**src/rtl/imem_loader.sv**
```systemverilog
// Boot loader: assembles a count-prefixed byte stream into 16-bit words for the instruction memory.
// Optional trailing XOR checksum is built when IMEM_LOADER_CHECKSUM_EN is defined.
module imem_loader #(
    parameter logic [7:0] BASE_ADDR = 8'h00
) (
    input  logic        clk,
    input  logic        reset,
    input  logic [7:0]  rx_data,
    input  logic        rx_valid,
    output logic        rx_ready,
    output logic        wr_en,
    output logic [7:0]  wr_addr,
    output logic [15:0] wr_data,
    output logic        cpu_hold,
    output logic        done,
    output logic        err
);

`ifdef IMEM_LOADER_CHECKSUM_EN
    typedef enum logic [2:0] {
        S_COUNT = 3'd0,
        S_HI    = 3'd1,
        S_LO    = 3'd2,
        S_WRITE = 3'd3,
        S_CHK   = 3'd4,
        S_DONE  = 3'd5,
        S_ERR   = 3'd6
    } state_t;
`else
    typedef enum logic [2:0] {
        S_COUNT = 3'd0,
        S_HI    = 3'd1,
        S_LO    = 3'd2,
        S_WRITE = 3'd3,
        S_DONE  = 3'd5
    } state_t;
`endif

    state_t      state_q;
    logic [7:0]  count_q;
    logic [7:0]  index_q;
    logic [7:0]  hi_q;
    logic        rx_ready_q;
    logic        wr_en_q;
    logic [7:0]  wr_addr_q;
    logic [15:0] wr_data_q;
    logic        cpu_hold_q;
    logic        done_q;
    logic        accept;
`ifdef IMEM_LOADER_CHECKSUM_EN
    logic [7:0]  xor_q;
    logic        err_q;
`endif

    // rx_ready is a register, so accept never feeds back combinationally into it
    assign accept = rx_valid & rx_ready_q;

    always_ff @(posedge clk) begin
        if (reset) begin
            state_q    <= S_COUNT;
            count_q    <= '0;
            index_q    <= '0;
            hi_q       <= '0;
            rx_ready_q <= 1'b1;
            wr_en_q    <= 1'b0;
            wr_addr_q  <= '0;
            wr_data_q  <= '0;
            cpu_hold_q <= 1'b1;
            done_q     <= 1'b0;
`ifdef IMEM_LOADER_CHECKSUM_EN
            xor_q      <= '0;
            err_q      <= 1'b0;
`endif
        end else begin
            wr_en_q <= 1'b0;
            case (state_q)
                S_COUNT: if (accept) begin
                    count_q <= rx_data;
                    index_q <= '0;
`ifdef IMEM_LOADER_CHECKSUM_EN
                    xor_q   <= rx_data;
`endif
                    state_q <= S_HI;
                end
                S_HI: if (accept) begin
                    hi_q    <= rx_data;
`ifdef IMEM_LOADER_CHECKSUM_EN
                    xor_q   <= xor_q ^ rx_data;
`endif
                    state_q <= S_LO;
                end
                S_LO: if (accept) begin
                    wr_en_q    <= 1'b1;
                    wr_addr_q  <= BASE_ADDR + index_q;
                    wr_data_q  <= {hi_q, rx_data};
`ifdef IMEM_LOADER_CHECKSUM_EN
                    xor_q      <= xor_q ^ rx_data;
`endif
                    rx_ready_q <= 1'b0;
                    state_q    <= S_WRITE;
                end
                S_WRITE: begin
                    // count of 0 wraps to 8'hFF here, giving a 256-word image
                    if (index_q == count_q - 8'd1) begin
`ifdef IMEM_LOADER_CHECKSUM_EN
                        rx_ready_q <= 1'b1;
                        state_q    <= S_CHK;
`else
                        done_q     <= 1'b1;
                        cpu_hold_q <= 1'b0;
                        state_q    <= S_DONE;
`endif
                    end else begin
                        index_q    <= index_q + 8'd1;
                        rx_ready_q <= 1'b1;
                        state_q    <= S_HI;
                    end
                end
`ifdef IMEM_LOADER_CHECKSUM_EN
                S_CHK: if (accept) begin
                    rx_ready_q <= 1'b0;
                    if (rx_data == xor_q) begin
                        done_q     <= 1'b1;
                        cpu_hold_q <= 1'b0;
                        state_q    <= S_DONE;
                    end else begin
                        err_q   <= 1'b1;
                        state_q <= S_ERR;
                    end
                end
`endif
                default: ;
            endcase
        end
    end

    assign rx_ready = rx_ready_q;
    assign wr_en    = wr_en_q;
    assign wr_addr  = wr_addr_q;
    assign wr_data  = wr_data_q;
    assign cpu_hold = cpu_hold_q;
    assign done     = done_q;
`ifdef IMEM_LOADER_CHECKSUM_EN
    assign err      = err_q;
`else
    assign err      = 1'b0;
`endif

endmodule
```
**config.mk**
```make
export PLATFORM = sky130hd
export DESIGN_NAME = imem_loader
export DESIGN_NICKNAME = d
export VERILOG_FILES = /design/src/rtl/imem_loader.sv
export SDC_FILE = /design/constraint.sdc
export NUM_CORES = 1
export LEC_CHECK = 0
export ABC_AREA = 1
export CAP_MARGIN = 20
export CORE_MARGIN = 2
export CORE_UTILIZATION = 35
export DETAILED_ROUTE_END_ITERATION = 7
export PLACE_DENSITY = 0.61
export SYNTH_ARGS = -nofsm -noshare
export SYNTH_HDL_FRONTEND = slang
export SYNTH_SLANG_ARGS = --single-unit
```
**constraint.sdc**
```tcl
create_clock -name clk -period 2.48 [get_ports clk]
set_clock_uncertainty 0.15 [all_clocks]
set_input_delay 0.372 -clock clk [delete_from_list [all_inputs] [get_ports clk]]
set_output_delay 0.372 -clock clk [all_outputs]
set_load 0.02 [all_outputs]
```
==> flow_summary.yaml <==
run_status:
  status: "finished, final reports clean"
route:
  drcViolationCount: 0
  first_iter_violations: 125
  drt-pass1-iter-count: 4
  viasPerCell: 4.54
  wirelength_mm: 5.68
  num_vias: 2176
  wire_per_inst_um: 11.9
  route.antenna.remaining_nets: 0
sta:
  hold_viol_final: 0
  rsz0062_at_grt: "no"
  timing.final.ws_setup_ns: 0.490
  setup_viol: 0
  max_freq_ghz: 0.503
  fin_crit_ns: 1.99
  drv_slew: 0
  post-route-period-util_pct: 80.2
  setup_tns_ns: 0
synthesis:
  yosys_most_used_dff: "dfxtp_1"
  yosys-top-cells-area: "dfxtp_1 (45%), o21ai_0 (8.9%), nand2_1 (8.7%), a21oi_1 (8.3%), nor2_1 (6.8%)"
  syn_nets: 361
  yosysMostFrequentCell: "nand2_1"
  syn_avg_cell_area_um2: 7.10
  synth_top_area_share_pct: 44.6
  yosys.area.top_type: "dfxtp_1"
  synth_edf_count: 0
  yosysUniqueCellTypes: 26
  syn_inst: 348
  synth.cell_area_mm2: 0.00247
  yosysSeqAreaShare_pct: 44.6
  yosys-top-cells-count: "nand2_1 (57), dfxtp_1 (55), nor2_1 (45)"
  synth_warnings: 0
  ys_ff_latch: 55
  synthArstFlopShare_pct: 0
clocking:
  path_clk_slew_ns: 0.10
  cts_setup_buffers: 0
  cts-root-buf: "clkbuf_8"
  cts_buffer_depth: 2
  numClockSinks: 55
  cts.htree.levels: 2
  insertion_delay_ns: 0.30
  cts_buffers: 5
  ctsHoldBuffers: 0
  cts.repair.resized: 0
  cts_tree: "done"
floorplan:
  pin_count: 40
  die_area_mm2: 0.00774
  rows: 30
  die_w_um: 88.0
  core_mm2: 0.00679
  die_h_um: 88.0
  initial_core_util_pct: 36.4
pwr:
  clock_power_share_pct: 25.5
  p_leak_nw: 1.15
  p_int_w: 0.00130
  power_switching_w: 0.000586
  ir_worst_vdd_v: 0.000294
  comb_power_share_pct: 22.2
  powerDensity_mw_per_mm2: 621
  p_sw_share_pct: 31.1
  seqPwrFrac_pct: 52.3
worst_setup_path:
  crit_chain: "inv_1, ha_1, nand2_1, nor2_1, nand2_1, nand2_1, nand2_1, inv_1, nand2_1, o21ai_4, nand2_1, a21oi_1"
  cp.arrival_ns: 2.07
  cp-end-kind: "flip-flop"
  critical_path_class: "reg -> reg"
  startpoint_type: "flip-flop"
  cp_data_required_time_ns: 2.56
  critPathMostFrequentCell: "nand2_1"
  critical_path.slowest_cell: "dfxtp_1"
  cp_max_fo: 7
  worstSetupStartpoint: "count_q[0]$_SDFFE_PP0P_"
  cpPeakStageDelay_ns: 0.32
  r2r_start: "count_q[0]$_SDFFE_PP0P_"
place:
  post-place-ws_ns: 0.428
  numPortBuffers: 38
  dp.final_hpwl_mm: 4.19
  place_congestion: 0.794
cells_and_area:
  n_antenna_cell: 0
  synthToLayoutAreaGrowth_pct: 23.0
  drive_gt1_share_pct: 6.27
  fin_nets: 396
grt:
  antenna_found_initial: 0
  grt_first_pass_wirelength_mm: 9.58
  grt_pass1_vias: 2059
  grt_use_total_pct: 15.9
  grt_overflow: 0
  grt_max_degree: 51
min_path:
  hold_path_class: "reg -> reg"
  hold_start: "wr_data[10]$_SDFFE_PP0P_"
flow_run:
  max_cap_viol_count: 0
-- cells by family (layout without fill, tap and decap cells) --
logic type / Yosys count / in the layout / share of synthesized area [%]
XOR/XNOR: 9 / 9 / 3.19
buffers and inverters: 59 / 94 / 9.27
adder cells (fa/ha/maj): 2 / 2 / 1.01
AND/OR/NAND/NOR: 135 / 135 / 23.6
flip-flops: 55 / 55 / 44.6
AO/OA/AOI/OAI: 87 / 87 / 18.2
other: 1 / 1 / 0.152
-- worst paths after layout --
kind,cells past startpoint,slack [ns],to
min,2,0.29,wr_data[10]$_SDFFE_PP0P_
min reg2reg,2,0.29,wr_data[10]$_SDFFE_PP0P_
max,12,0.49,index_q[2]$_SDFFE_PP0P_
max reg2reg,12,0.49,index_q[2]$_SDFFE_PP0P_
-- worst max-delay path: cells and delay by family (launching register included) --
family / cells / cell delay, ns
adders and majority gates: 1 / 0.26
buffers and inverters: 2 / 0.22
AOI/OAI and AO/OA: 2 / 0.42
and+or+nand+nor: 7 / 0.57
DFF: 1 / 0.32
-- per-stage QoR --
step,area [um^2],total power [W],util (%),hold WS (ns),cells
2_1_floorplan,2470,0.00128,-,0.300,348
3_3_place_gp,2960,0.00142,43.5,0.279,472
3_5_place_dp,2960,0.00143,43.5,0.283,472
4_1_cts,3040,0.00190,44.7,0.297,479
5_1_grt,3040,0.00200,44.7,0.316,479
6_report,3040,0.00189,44.7,0.294,479
-- flip-flops by register name, indices dropped and copies added, names as in the netlist --
signal,flops
index_q,8
done,1
state_q,3
cpu_hold,1
wr_addr,8
wr_data,16
count_q,8
rx_ready,1
wr_en,1
hi_q,8
-- placed cells by master (no fill, tap or decap), drive strengths merged --
cell	count
nand2	61
dfxtp	55
nor2	50
o21ai	45
inv	42
a21oi	41
clkdlybuf4s50	38
nand3	17
xor2	5
clkbuf	5
buf	5
xnor2	4
clkinv	4
nor3	3
nand3b	2
ha	2
nand4	1
nor3b	1
o211ai	1
conb	1
-- cell type report --
type / count / area (um^2)
timing repair buffer: 43 / 430
clock buffer: 5 / 68.8
clock inverter: 2 / 13.8
tap: 96 / 120
multi-input combinational: 234 / 1140
inverter: 44 / 165
sequential: 55 / 1100
fill: 716 / 3750
-- power by group through the flow --
stage / Sequential (W) / Combinational, W / Clock, W
2_1_floorplan: 0.00103 / 0.000249 / 0
3_3_place_gp: 0.00101 / 0.000416 / 0
3_5_place_dp: 0.00101 / 0.000420 / 0
4_1_cts: 0.000987 / 0.000423 / 0.000495
5_1_grt: 0.000994 / 0.000476 / 0.000527
6_report: 0.000987 / 0.000419 / 0.000481
-- routing by layer --
layer | vias to the layer above | wire length [um] | GRT usage, %
li1 | 1173 | - | -
met4 | 0 | 40 | 4.62
met2 | 38 | 2500 | 25.4
met5 | - | 0 | 0
met1 | 963 | 2920 | 21.8
met3 | 2 | 226 | 3.02
Power figures use the tool's default switching activity.
